File: config.mk
export PLATFORM = sky130hd
export DESIGN_NAME = int_controller
export DESIGN_NICKNAME = d
export VERILOG_FILES = /design/src/rtl/int_controller.sv
export SDC_FILE = /design/constraint.sdc
export NUM_CORES = 1
export LEC_CHECK = 0
export ABC_AREA = 1
export CORE_AREA = 10 10 94 63
export DETAILED_ROUTE_END_ITERATION = 8
export DIE_AREA = 0 0 104 73
export GPL_TIMING_DRIVEN = 0
export PLACE_DENSITY = 0.91
export SETUP_SLACK_MARGIN = 0.05
export SLEW_MARGIN = 15
export SYNTH_ARGS = -nofsm -noshare
export SYNTH_HDL_FRONTEND = slang
export SYNTH_SLANG_ARGS = --single-unit
File: constraint.sdc
create_clock -name clk -period 4 [get_ports clk]
set_input_delay 1.2 -clock clk [delete_from_list [all_inputs] [get_ports clk]]
set_output_delay 1.2 -clock clk [all_outputs]
set_load 0.01 [all_outputs]
File: src/rtl/int_controller.sv
// int_controller: four-source interrupt controller with a memory-mapped register
// window (CTRL, MASK, PENDING, CAUSE) and a request/service/done handshake.
// Build option: define INTC_ROUND_ROBIN_EN for round-robin arbitration;
// the default build uses fixed priority with source 0 (timer) highest.
module int_controller #(
   parameter int          NSRC = 4,
   parameter logic [31:0] BASE = 32'h40000020
) (
   input  logic            clk,
   input  logic            reset,
   input  logic [NSRC-1:0] irq_src,
   input  logic            kernel_mode,
   input  logic            MemRd,
   input  logic            MemWr,
   input  logic [31:0]     Addr,
   input  logic [31:0]     WriteData,
   output logic [31:0]     ReadData,
   output logic            Interrupt,
   output logic [1:0]      irq_id
);

   typedef enum logic [1:0] {IDLE, REQ, SERVICE, DONE} state_t;

   state_t          state, state_n;
   logic            ctrl_en;
   logic [NSRC-1:0] mask;
   logic [NSRC-1:0] pending;
   logic [NSRC-1:0] src_q;
   logic [NSRC-1:0] edge_det;
   logic [NSRC-1:0] clr;
   logic [NSRC-1:0] elig;
   logic            armed;
   logic            cause_vld;
   logic [1:0]      cause_id;
   logic [1:0]      win_id;
   logic            take;
   logic            ack;
   logic            sel_ctrl, sel_mask, sel_pend, sel_cause;
   logic            unused_wdata;

   assign sel_ctrl  = (Addr == BASE);
   assign sel_mask  = (Addr == BASE + 32'd4);
   assign sel_pend  = (Addr == BASE + 32'd8);
   assign sel_cause = (Addr == BASE + 32'd12);

   // An ACK only counts while a service is in progress; elsewhere it is ignored.
   assign ack = MemWr && sel_cause && (state == SERVICE);

   // armed stays low for the first clock after reset so a line that is already
   // high when reset releases is captured as the old level, not as an edge.
   assign edge_det = irq_src & ~src_q & {NSRC{armed}};

   assign elig = pending & mask;

   // Software clears and the ACK clear are merged; a new edge still wins below.
   assign clr = ((MemWr && sel_pend) ? WriteData[NSRC-1:0] : '0)
              | (ack ? (NSRC'(1) << cause_id) : '0);

   assign unused_wdata = ^WriteData[31:NSRC];

   // Source sampling for rising-edge detection.
   always_ff @(posedge clk or negedge reset) begin
      if (!reset) begin
         src_q <= '0;
         armed <= 1'b0;
      end else begin
         src_q <= irq_src;
         armed <= 1'b1;
      end
   end

   // Software-written configuration registers.
   always_ff @(posedge clk or negedge reset) begin
      if (!reset) begin
         ctrl_en <= 1'b0;
         mask    <= '0;
      end else begin
         if (MemWr && sel_ctrl) ctrl_en <= WriteData[0];
         if (MemWr && sel_mask) mask <= WriteData[NSRC-1:0];
      end
   end

   // Pending bits latch edges regardless of MASK; a same-cycle set beats a clear.
   always_ff @(posedge clk or negedge reset) begin
      if (!reset) pending <= '0;
      else        pending <= (pending & ~clr) | edge_det;
   end

   // CAUSE captures the winner on a new request and loses its valid bit on ACK.
   always_ff @(posedge clk or negedge reset) begin
      if (!reset) begin
         cause_id  <= '0;
         cause_vld <= 1'b0;
      end else if (take) begin
         cause_id  <= win_id;
         cause_vld <= 1'b1;
      end else if (ack) begin
         cause_vld <= 1'b0;
      end
   end

`ifdef INTC_ROUND_ROBIN_EN
   logic [1:0] ptr;
   logic [1:0] idx;
   logic       found;

   // Round robin: first eligible source at or after the pointer, wrapping 3->0.
   always_comb begin
      win_id = '0;
      found  = 1'b0;
      idx    = '0;
      for (int i = 0; i < NSRC; i++) begin
         idx = ptr + 2'(i);
         if (!found && elig[idx]) begin
            win_id = idx;
            found  = 1'b1;
         end
      end
   end

   // The pointer moves past the source just granted.
   always_ff @(posedge clk or negedge reset) begin
      if (!reset)    ptr <= '0;
      else if (take) ptr <= win_id + 2'd1;
   end
`else
   // Fixed priority: the lowest eligible index wins.
   always_comb begin
      win_id = '0;
      for (int i = NSRC - 1; i >= 0; i--)
         if (elig[i]) win_id = 2'(i);
   end
`endif

   // Handshake state register.
   always_ff @(posedge clk or negedge reset) begin
      if (!reset) state <= IDLE;
      else        state <= state_n;
   end

   // Next state: no new request while the handler runs or before it returns.
   always_comb begin
      state_n = state;
      take    = 1'b0;
      case (state)
         IDLE: begin
            if (ctrl_en && (|elig) && !kernel_mode) begin
               state_n = REQ;
               take    = 1'b1;
            end
         end
         REQ:     state_n = SERVICE;
         SERVICE: if (ack) state_n = DONE;
         DONE:    if (!kernel_mode) state_n = IDLE;
         default: state_n = IDLE;
      endcase
   end

   // Registered request outputs, high only for the single cycle spent in REQ.
   always_ff @(posedge clk or negedge reset) begin
      if (!reset) begin
         Interrupt <= 1'b0;
         irq_id    <= '0;
      end else begin
         Interrupt <= take;
         irq_id    <= take ? win_id : 2'd0;
      end
   end

   // Register read mux; anything unselected or unused reads as zero.
   always_comb begin
      ReadData = '0;
      if (MemRd) begin
         if (sel_ctrl)  ReadData = {31'b0, ctrl_en};
         if (sel_mask)  ReadData = {{(32-NSRC){1'b0}}, mask};
         if (sel_pend)  ReadData = {{(32-NSRC){1'b0}}, pending};
         if (sel_cause) ReadData = {cause_vld, 29'b0, cause_id};
      end
   end

endmodule

## Yosys cells after proc, flatten, opt, wreduce, memory -nomap -nowiden

Cells that the tools add are included.

- Logic and storage cells: 61
- Flip-flop bits (word level): 22
- Output and inout port bits: 35
- Bits of input ports: 73

- Bitwise operators: 8
- Reductions and logical operators: 12
- Shift-type cells: 1
- Multiplexer cells: 20
- Eq/ne operators: 10

Operators with widths:

| kind | count |
|---|---|
| $eq A32 B31 Y1 const B | 4 |
| $mux W32 | 2 |
| $and A4 B4 Y4 | 4 |
| $mux W2 | 8 |
| $mux W4 | 4 |
| $not A4 Y4 | 2 |
| $or A4 B4 Y4 | 2 |
| $pmux W2 S4 | 1 |
| $logic_and A1 B1 Y1 | 7 |
| $ne A2 B2 Y1 const B | 3 |
| $mux W1 | 5 |
| $eq A2 B2 Y1 const B | 2 |
| $reduce_or A4 Y1 | 1 |
| $shl A1 B2 Y4 const A | 1 |
| $reduce_and A3 Y1 | 1 |
| $eq A2 B1 Y1 const B | 1 |
| $logic_not A2 Y1 | 1 |
| $reduce_bool A2 Y1 | 1 |
| $logic_not A1 Y1 | 1 |

## Depth between registers and ports, before layout

Gate-level depths: netlist of the first run.

- Word-level depth: 8
- Depth in mapped cells: 11
- Gate-level depth less buffers: 11

## Worst setup path after synthesis of the first run

No wires, ideal clock.

- Path kind: input -> output
- Start: in Addr[23]
- End: out ReadData[2]
- Setup slack: 671 ps
- Arrival: 2129 ps
- Cell stages on the path: 7
- Buffers on the path: 0
- Data required time: 2800 ps
- Cells stage by stage: nor2_1 nand2_1 nor2_2 nand2_2 nor3_4 nand2_1 a21oi_1

- Cells in the longest elaborated chain, start to end: 5
- Elaborated cells on any way between the ends: 7
- Those cells by class: 3 x eq/ne; 4 x mux

Ends and longest elaborated chain:

| item | line | text |
|---|---|---|
| start, declared | 15 | `input logic [31:0] Addr,` |
| $eq A32 B31 Y1 | 42 | `assign sel_mask = (Addr == BASE + 32'd4);` |
| $mux W4 | 175 | `if (sel_mask) ReadData = {{(32-NSRC){1'b0}}, mask};` |
| $mux W4 | 176 | `if (sel_pend) ReadData = {{(32-NSRC){1'b0}}, pending};` |
| $mux W32 (*) | 177 | `if (sel_cause) ReadData = {cause_vld, 29'b0, cause_id};` |
| $mux W32 (*) | 173 | `if (MemRd) begin` |
| end, declared | 17 | `output logic [31:0] ReadData,` |

Mark *: on every way between the ends. The rest lies on a longest branch, timed or not.

## Worst setup path after layout of the first run

- Start: in Addr[1]
- End: out ReadData[2]

The elaborated chain is that of the path after synthesis.

==> run metrics, run 1 <==
CTS root buffer=clkbuf_8; CP peak stage delay=0.44 ns; grt ovf=0; max-slew violations=0; worst setup path end=ReadData[2]; cell area after synthesis=1598 um^2; WS Path Type=in -> out; fin area=2560 um^2; Yosys top cell area share=34.46%; max-cap violation count=0; Yosys cell types=25; CTS tree=built; area delta synth->final=60.22%; cells after synthesis=221; unrepaired setup endpoints after global routing=yes; Worst-path clk slew=0.08 ns; Total GRT Usage=12.05%; Final Critical Period=3.940 ns; drt first pass iters=5; placement-stage cell area=2295 um^2; Detailed Route Iter0 Violations=59; EDFF count, synth=0; cells on worst reg2reg path=6; Ports=108; drt drc=0; slowest CP cell=clkdlybuf4s50_1; CP delay by family, top=buffers and inverters; critical-path cell list=clkdlybuf4s50_1, inv_1, nand2_2, nor2_2, nand2_4, nor3_4, buf_4, nand2_2, a21oi_2, buf_2; largest net degree at the start of global routing=23; share of layout cells above drive strength 1=25.96%; type of the most critical hold path=reg -> reg; hpwl dp=3790 um; CP startpoint kind=input pin; register area share after synthesis=34.46%; Worst slew margin=34.81%; initial antenna violation count=0; crit path DAT=2.74 ns; Worst Tran Pin Value=0.9748 ns; RR Endpoint=cause_id[0]; initial core utilization=36.93%; FMAX=0.2538 GHz; TritonCTS buffer count=3; WP depth=10; Critical path origin=Addr[1]; vias=1631; top cells by count, synth=nand2_1 (57), buf_4 (27), nor2_1 (26); Setup crit end kind=primary output; hold bufs inserted after CTS=0; Worst Path Buf+Inv=4; outcome=complete, no violations; skew final=0.002040 ns; worst-path fanout max=4; asr flop ratio synth=100.0%; row cnt=19; YS warnings=0; Final TNS setup=0 ns; routed len/inst=13.06 um; CTS Buffer Depth=2; ranking of synthesized cells by area=dfrtp_1 (34%), nand2_1 (13%), buf_4 (13%), nand3_1 (6.3%), nor2_1 (6.1%); IO Port Bufs=52; die width=104 um; Synth area leader=dfrtp_1; clk sinks=22; Syn Area/Cell=7.230 um^2; Vias/cell=4.349; CP required=2.80 ns; Skew-Pair Late Insertion Delay=0.26 ns; CP dominant cell by count=nand2_2; Final Cycle Share=98.50%; first-pass GRT wire length=7672 um; WHS Path Cells=2; count leader, synth=nand2_1; routability cong.=0.8515; diode count=0; r2r startpoint=state[0]; Hold Fails Final Rpt=0; vias in the first global route=1631; final setup fails=0; CTS H-Tree Depth=1; R2R setup slack=2.67 ns; DRT antenna net count=0; VDD IR-drop max=0.1571 mV; Die Y=73 um; Final #Nets=390; ys flop type=dfrtp_1; WL final=4899 um; Synth Register Bits=22; total die area=7592 um^2; Static Leak=1.465 nW; PD cells=211.4 nW/um^2; Core Box Area=4327 um^2
## final cells by class
cell class	count	area, um^2
Clock buffer	3	41.29
Inverter	23	88.84
Timing Repair Buffer	61	611.8
Clock inverter	1	30.03
Fill cell	376	1767
Tap cell	63	78.83
Sequential cell	22	550.5
Buffer	28	206.4
Multi-Input combinational cell	174	952.2
## what timing repair did
| item | CTS | global route |
|---|---|---|
| gates cloned | 0 | 0 |
| gates resized for setup | 38 | 36 |
| pin swaps | 20 | 23 |
| buffers inserted | 8 | 1 |
| setup endpoints to repair | 5 | 5 |
## tightest hold or removal path: stages, from the launching register on
cell and delay [ns]:
dfrtp_1 0.32, nand3b_1 0.09, nand2_1 0.05
## sequential cells by signal (all words and copies together), names as in the netlist
name       cells
Interrupt      1
mask           4
state          2
cause_id       2
armed          1
cause_vld      1
src_q          4
irq_id         2
pending        4
ctrl_en        1
## layer usage
metal  GRT usage, %  share of wire (%)
met2          21.22                 48
met3          3.616                7.1
met1          14.62                 43
met5              0                  0
met4          1.690                1.4
## where the power goes
group / total, mW / switching (mW) / internal, mW
sequential: 0.226 / 0.000932 / 0.225
combinational: 0.107 / 0.0496 / 0.0569
clock: 0.209 / 0.0752 / 0.134
total: 0.541 / 0.126 / 0.415
## metrics by stage
step           power (mW)  instances  hold WS, ns  util, %  worst slack (ns)
2_1_floorplan      0.2772        247       0.4556        -            0.6707
3_3_place_gp       0.3303        362       0.4714    53.04           -0.4340
3_5_place_dp       0.3323        362       0.4758    53.04           -0.4812
4_1_cts            0.5386        374       0.4876    56.36           0.02709
5_1_grt            0.5674        375       0.5331    59.17         -0.002401
6_report           0.5412        375       0.4862    59.17           0.06008
## cell families after synthesis
kind of cell,share of synthesized area (%)
buf+inv,18.32
compound gates,2.976
simple gates,40.64
flops,34.46
fa+ha+maj,3.132
other cells,0.4700
## cells in the final DEF (no fill, tap or decap)
cell type	synthesis	layout
nor3_4	1	1
o21ai_0	2	2
nor2_2	7	7
o21ai_1	4	4
nand3b_1	4	4
and3_1	2	2
clkbuf_1	1	1
nand4_4	0	1
or2_2	1	1
nand3_2	0	1
nand4_1	6	6
clkbuf_8	0	3
buf_4	27	35
nand2_1	57	50
nor2_8	1	1
dlygate4sd2_1	0	12
inv_1	21	21
a21oi_2	0	1
a22oi_1	1	1
conb_1	2	28
bufinv_16	0	1
inv_4	0	1
nand2_2	4	10
clkdlybuf4s15_2	0	1
buf_6	0	2
dfrtp_1	22	22
a21oi_1	2	1
nor2_4	2	10
ha_1	4	4
nand3_1	20	19
buf_2	0	2
nand2_4	1	2
dlymetal6s2s_1	0	17
inv_2	2	1
nor2_1	26	18
clkdlybuf4s50_1	0	19
## worst min-delay path by stage
stage	startpoint	to	slack (ns)
4_1_cts	src_q[1]	pending[1]	0.49
2_1_floorplan	cause_vld	cause_vld	0.46
3_5_place_dp	src_q[1]	pending[1]	0.48
3_3_place_gp	src_q[1]	pending[1]	0.47
6_report	src_q[1]	pending[1]	0.49
5_1_grt	src_q[1]	pending[1]	0.53
No activity file was read; power rests on OpenSTA's default activity.
==> inputs of run 2 (changes only) <==
--- a/config.mk
+++ b/config.mk
@@ -10,9 +10,10 @@
 export DETAILED_ROUTE_END_ITERATION = 8
 export DIE_AREA = 0 0 104 73
 export GPL_TIMING_DRIVEN = 0
+export HOLD_SLACK_MARGIN = 0.02
 export PLACE_DENSITY = 0.91
 export SETUP_SLACK_MARGIN = 0.05
-export SLEW_MARGIN = 15
+export SLEW_MARGIN = 5
 export SYNTH_ARGS = -nofsm -noshare
 export SYNTH_HDL_FRONTEND = slang
 export SYNTH_SLANG_ARGS = --single-unit
==> results of run 2 <==
Same layout as run 1: the final DEF is identical, and so are final timing and power.
==> inputs of run 3 (changes only) <==
--- a/config.mk
+++ b/config.mk
@@ -7,6 +7,7 @@
 export LEC_CHECK = 0
 export ABC_AREA = 1
 export CORE_AREA = 10 10 94 63
+export CTS_CLUSTER_DIAMETER = 120
 export DETAILED_ROUTE_END_ITERATION = 8
 export DIE_AREA = 0 0 104 73
 export GPL_TIMING_DRIVEN = 0
==> results of run 3 <==
Same layout as run 1: the final DEF is identical, and so are final timing and power.
==> RTL edit 1: new RTL, flow settings as in run 2 <==
The option `INTC_ROUND_ROBIN_EN` is turned on by a define.
--- a/src/rtl/int_controller.sv
+++ b/src/rtl/int_controller.sv
@@ -3,4 +3,6 @@
 // Build option: define INTC_ROUND_ROBIN_EN for round-robin arbitration;
 // the default build uses fixed priority with source 0 (timer) highest.
+`define INTC_ROUND_ROBIN_EN
+
 module int_controller #(
    parameter int          NSRC = 4,
Behaviour: not the same (a bounded check fails within 10 cycles, from zero or initial values and one cycle with reset low).
==> RTL edit 1 against run 2 <==
- the flow now finishes with violations (negative setup slack)
- sequential share of layout area down 0.70 points
- synthesized area up 21%
- power up 3.3%
- sequential cell count up 2
- worst setup slack worse by 0.074 ns
- core utilization up 7.5 points
- first-iteration DRC count rose to 3.3 times the old value
- routed wire length up 32%
- register-to-register slack worse by 0.32 ns
- cell count up 15%
- worst hold slack better by 0.025 ns
- cell area up 13%
- critical path type unchanged
==> RTL edit 1: results (changes against run 2) <==
metric	value	unit	change
end of the worst register-to-register path	ptr[1]$_DFFE_PN0P_		was cause_id[0]$_DFFE_PN0P_
Fill cells	338		was 376
routed wire length	6.47	mm	was 4.90 mm
Seq/Total Area, Yosys	0.311		was 0.345
placer congestion estimate	0.890		was 0.852
Detailed Route Iter0 Violations	194		was 59
leakage power figure	1.61	nW	was 1.46 nW
cell class contributing the biggest share of worst-path delay	simple AND/OR/NAND/NOR gates		was buffers and inverters
non-clock buffer area fraction after layout	0.292		was 0.320
non-clock buffer instance count of the final layout	91		was 89
min setup slack post-route	-0.0139	ns	was 0.0601 ns
layout inverter count without the clock tree	26		was 23
IR Drop Worst-Case VDD	0.000171	V	was 0.000157 V
multi-input combinational cell count	224		was 174
status	complete, but fails checks		was finished, final reports clean
global routing usage summed across all routing layers	0.144		was 0.121
Commonest cells post-synth	76 x sky130_fd_sc_hd__nand2_1, 32 x sky130_fd_sc_hd__nand3_1, 32 x sky130_fd_sc_hd__nor2_1, 30 x sky130_fd_sc_hd__buf_4, 24 x sky130_fd_sc_hd__dfrtp_1		was 57 x sky130_fd_sc_hd__nand2_1, 27 x sky130_fd_sc_hd__buf_4, 26 x sky130_fd_sc_hd__nor2_1, 22 x sky130_fd_sc_hd__dfrtp_1, 21 x sky130_fd_sc_hd__inv_1
final setup fails	1		was 0
reg2reg path depth	11		was 6
worst reg2reg setup slack	2.35	ns	was 2.67 ns
compound-cell area share of the yosys netlist	0.0422		was 0.0298
clock network area share	0.0247		was 0.0279
gate count of the mapped netlist	280		was 221
worst setup path startpoint	Addr[0]		was Addr[1]
Setup crit end	ReadData[0]		was ReadData[2]
Setup TNS	-0.0139	ns	was 0 ns
# placed instances	420		was 362
violations in the final reports	negative setup slack		
fraction of standard cell area in multi-input logic	0.414		was 0.372
detailed-route vias per instance	4.77		was 4.35
first-pass GRT wire length	9.32	mm	was 7.67 mm
sequential portion of the cell area	0.208		was 0.215
Data arrival, critical path	2.81	ns	was 2.74 ns
overall via count from detail_route	2061		was 1631
maximum number of pins on one net before global-route repair	25		was 23
top cells by area in the synthesized netlist	sky130_fd_sc_hd__dfrtp_1 31%, sky130_fd_sc_hd__nand2_1 15%, sky130_fd_sc_hd__buf_4 12%		was sky130_fd_sc_hd__dfrtp_1 34%, sky130_fd_sc_hd__nand2_1 13%, sky130_fd_sc_hd__buf_4 13%
detailed placer's ending HPWL	4.53	mm	was 3.79 mm
final number of hold-violating endpoints	0		unchanged
number of port buffers	51		was 52
ratio of cells with drive above 1 in the final layout	0.285		was 0.260
total number of sequential cells	24		was 22
TritonRoute pass-1 iters	4		was 5
number of global-route vias before repair	1955		was 1631
adder-cell area share of the yosys netlist	0.0260		was 0.0313
maximum clock skew at final layout	0.00260	ns	was 0.00204 ns
startpoint of the most critical register-to-register path	ptr[0]$_DFFE_PN0P_		was state[0]$_DFFE_PN0P_
[RTL edit 1: worst min-delay path by stage]
stage                                  start                    to  cells past startpoint  slack, ns
after floorplan           src_q[0]$_DFF_PN0_  pending[0]$_DFF_PN0_                      2       0.47
after global placement    src_q[0]$_DFF_PN0_  pending[0]$_DFF_PN0_                      2       0.47
after detailed placement  src_q[2]$_DFF_PN0_  pending[2]$_DFF_PN0_                      2       0.50
after CTS                 src_q[0]$_DFF_PN0_  pending[0]$_DFF_PN0_                      2       0.52
after global routing      src_q[0]$_DFF_PN0_  pending[0]$_DFF_PN0_                      2       0.53
final                     src_q[0]$_DFF_PN0_  pending[0]$_DFF_PN0_                      2       0.51
[RTL edit 1: repair_timing]
item / in CTS / in global routing
pin swaps: 9 / 28
endpoints found under the hold margin: 0 / 0
setup endpoints to repair: 5 / 5
setup buffers: 5 / 4
resized for setup: 33 / 44
[RTL edit 1: where the power goes]
| group | internal [W] | leakage, nW | total (W) | switching (W) |
|---|---|---|---|---|
| logic | 0.0000563 | 1.31 | 0.0000983 | 0.0000420 |
| registers | 0.000245 | 0.272 | 0.000246 | 0.00000114 |
| clock network | 0.000134 | 0.0357 | 0.000215 | 0.0000809 |
[RTL edit 1: through the flow]
| stage | setup slack [ns] | cell area, um^2 |
|---|---|---|
| 3_5_place_dp | -0.450 | 2620 |
| 6_report | -0.0139 | 2890 |
| 5_1_grt | -0.0892 | 2890 |
| 2_1_floorplan | 0.627 | 2030 |
| 4_1_cts | 0.0570 | 2720 |
| 3_3_place_gp | -0.423 | 2620 |
[RTL edit 1: per-layer routing]
metal	GRT usage	vias to the layer above	wire, um
li1	-	1004	-
met1	0.157	955	2350
met3	0.0194	25	295
met4	0.0307	0	267
met5	0	-	0
met2	0.293	77	3550
==> RTL edit 2: new RTL, settings of run 2 <==
Without the edit above. The 4 states of `state_t` get a Gray code encoding in 2 bits.
--- a/src/rtl/int_controller.sv
+++ b/src/rtl/int_controller.sv
@@ -20,5 +20,5 @@
 );
 
-   typedef enum logic [1:0] {IDLE, REQ, SERVICE, DONE} state_t;
+   typedef enum logic [1:0] {IDLE = 2'b00, REQ = 2'b01, SERVICE = 2'b11, DONE = 2'b10} state_t;
 
    state_t          state, state_n;
Behaviour: no difference found for any inputs over 10 cycles, from zero or initial values and one cycle with reset low; not proved beyond that.
==> RTL edit 2 against run 2 <==
- sequential cell count unchanged
- power down 1.2%
- worst hold slack better by 0.0020 ns
- core utilization down 1.4 points
- critical endpoint is now ReadData[0]
- worst setup slack better by 0.0043 ns
- cell count down 0.53%
- cell area down 2.3%
- synthesized area down 5.2%
- critical path type unchanged
- highest routed layer unchanged
- clock skew about the same
- routed wire length down 1.8%
- sequential share of layout area up 0.52 points
- largest power group unchanged
==> RTL edit 2: results (changes against run 2) <==
metric	value	unit	change
status	finished, final reports clean		unchanged
met3 usage	0.0273		was 0.0362
largest driver fanout on the critical path	2		was 4
setup fix buffers added after clock tree synthesis	3		was 8
ratio of cells with drive above 1 in the final layout	0.258		was 0.260
worst setup path startpoint	Addr[9]		was Addr[1]
Commonest cells post-synth	60 x sky130_fd_sc_hd__nand2_1, 33 x sky130_fd_sc_hd__nor2_1, 27 x sky130_fd_sc_hd__buf_4, 22 x sky130_fd_sc_hd__dfrtp_1, 19 x sky130_fd_sc_hd__inv_1		was 57 x sky130_fd_sc_hd__nand2_1, 27 x sky130_fd_sc_hd__buf_4, 26 x sky130_fd_sc_hd__nor2_1, 22 x sky130_fd_sc_hd__dfrtp_1, 21 x sky130_fd_sc_hd__inv_1
CP max stage delay	0.41	ns	was 0.44 ns
number of global-route vias before repair	1417		was 1631
overall via count from detail_route	1582		was 1631
cell class contributing the biggest share of worst-path delay	simple AND/OR/NAND/NOR gates		was buffers and inverters
hold path start	src_q[3]$_DFF_PN0_		was src_q[1]$_DFF_PN0_
reg2reg path depth	8		was 6
total net switching power	0.000118	W	was 0.000126 W
TritonRoute pass-1 iters	4		was 5
number of different library cells in the post-synthesis netlist	22		was 25
placer congestion estimate	0.881		was 0.852
clock power share	0.380		was 0.386
met1 track utilization from global routing	0.138		was 0.146
Detailed Route Iter0 Violations	80		was 59
pin slew with the least headroom to its limit	0.936	ns	was 0.975 ns
end of the worst register-to-register path	cause_id[1]$_DFFE_PN0P_		was cause_id[0]$_DFFE_PN0P_
global routing usage summed across all routing layers	0.109		was 0.121
startpoint of the most critical register-to-register path	pending[0]$_DFF_PN0_		was state[0]$_DFFE_PN0P_
worst hold slack	0.488	ns	was 0.486 ns
detailed placer's ending HPWL	3.71	mm	was 3.79 mm
global-route track usage on met2	0.186		was 0.212
master cell of the clock root buffer	sky130_fd_sc_hd__clkbuf_8		unchanged
Gates resized, CTS repair	16		was 38
Setup crit end	ReadData[0]		was ReadData[2]
first-pass GRT wire length	6.83	mm	was 7.67 mm
clock edge transition at the registers on the reported setup and hold paths	0.07	ns	
Hold Path Depth	2		unchanged
Seq/Total Area, Yosys	0.364		was 0.345
number of nets in the finished design	384		was 390
maximum clock skew at final layout	0.00165	ns	was 0.00204 ns
IR Drop Worst-Case VDD	0.000265	V	was 0.000157 V
top cells by area in the synthesized netlist	sky130_fd_sc_hd__dfrtp_1 36%, sky130_fd_sc_hd__nand2_1 15%, sky130_fd_sc_hd__buf_4 13%		was sky130_fd_sc_hd__dfrtp_1 34%, sky130_fd_sc_hd__nand2_1 13%, sky130_fd_sc_hd__buf_4 13%
leakage power figure	1.49	nW	was 1.46 nW
worst reg2reg setup slack	2.62	ns	was 2.67 ns
DR WL/cell	12.9	um	was 13.1 um
[RTL edit 2: cell types whose count changed after synthesis, moves of 3 or more]
cell and change:
sky130_fd_sc_hd__ha_1 -4, sky130_fd_sc_hd__nor2_1 +7, sky130_fd_sc_hd__nand2_1 +3, sky130_fd_sc_hd__nor2_2 -4
[RTL edit 2: per-layer routing]
metal	share of wire	wire length, um
met2	0.48	2320
met5	0	0
met3	0.057	276
met1	0.45	2160
met4	0.010	49
[RTL edit 2: final cells by class]
cell class                      instances  area, um^2
Buffer                                 28         206
Inverter                               21        78.8
Sequential cell                        22         551
Clock buffer                            3        41.3
Clock inverter                          1        30.0
Tap cell                               63        78.8
Multi-Input combinational cell        171         840
Timing Repair Buffer                   64         674
Fill cell                             378        1830
[RTL edit 2: logic make-up (layout without fill, tap and decap cells)]
kind of cell           Yosys count  after routing  synth area share
buffers and inverters           49            117             0.188
AO/OA/AOI/OAI                   10             10            0.0364
flip-flops                      22             22             0.364
other                            2             28           0.00496
AND/OR/NAND/NOR                133            133             0.407
[RTL edit 2: metrics by stage]
stage / utilization / cell area (um^2) / setup WS (ns) / power (W) / instances
detailed placement: 0.511 / 2210 / -0.442 / 0.000334 / 357
CTS: 0.533 / 2310 / -0.0106 / 0.000537 / 364
global placement: 0.511 / 2210 / -0.385 / 0.000332 / 357
global route: 0.578 / 2500 / -0.0123 / 0.000561 / 373
floorplan: - / 1610 / 0.676 / 0.000279 / 242
finish: 0.578 / 2500 / 0.0644 / 0.000535 / 373
[RTL edit 2: worst register-to-register path, delay by kind of cell (launching register included)]
family / cells / cell delay [ns]
flip-flops: 1 / 0.42
AND/OR/NAND/NOR: 6 / 0.66
buffers and inverters: 1 / 0.15
AO/OA/AOI/OAI: 1 / 0.07
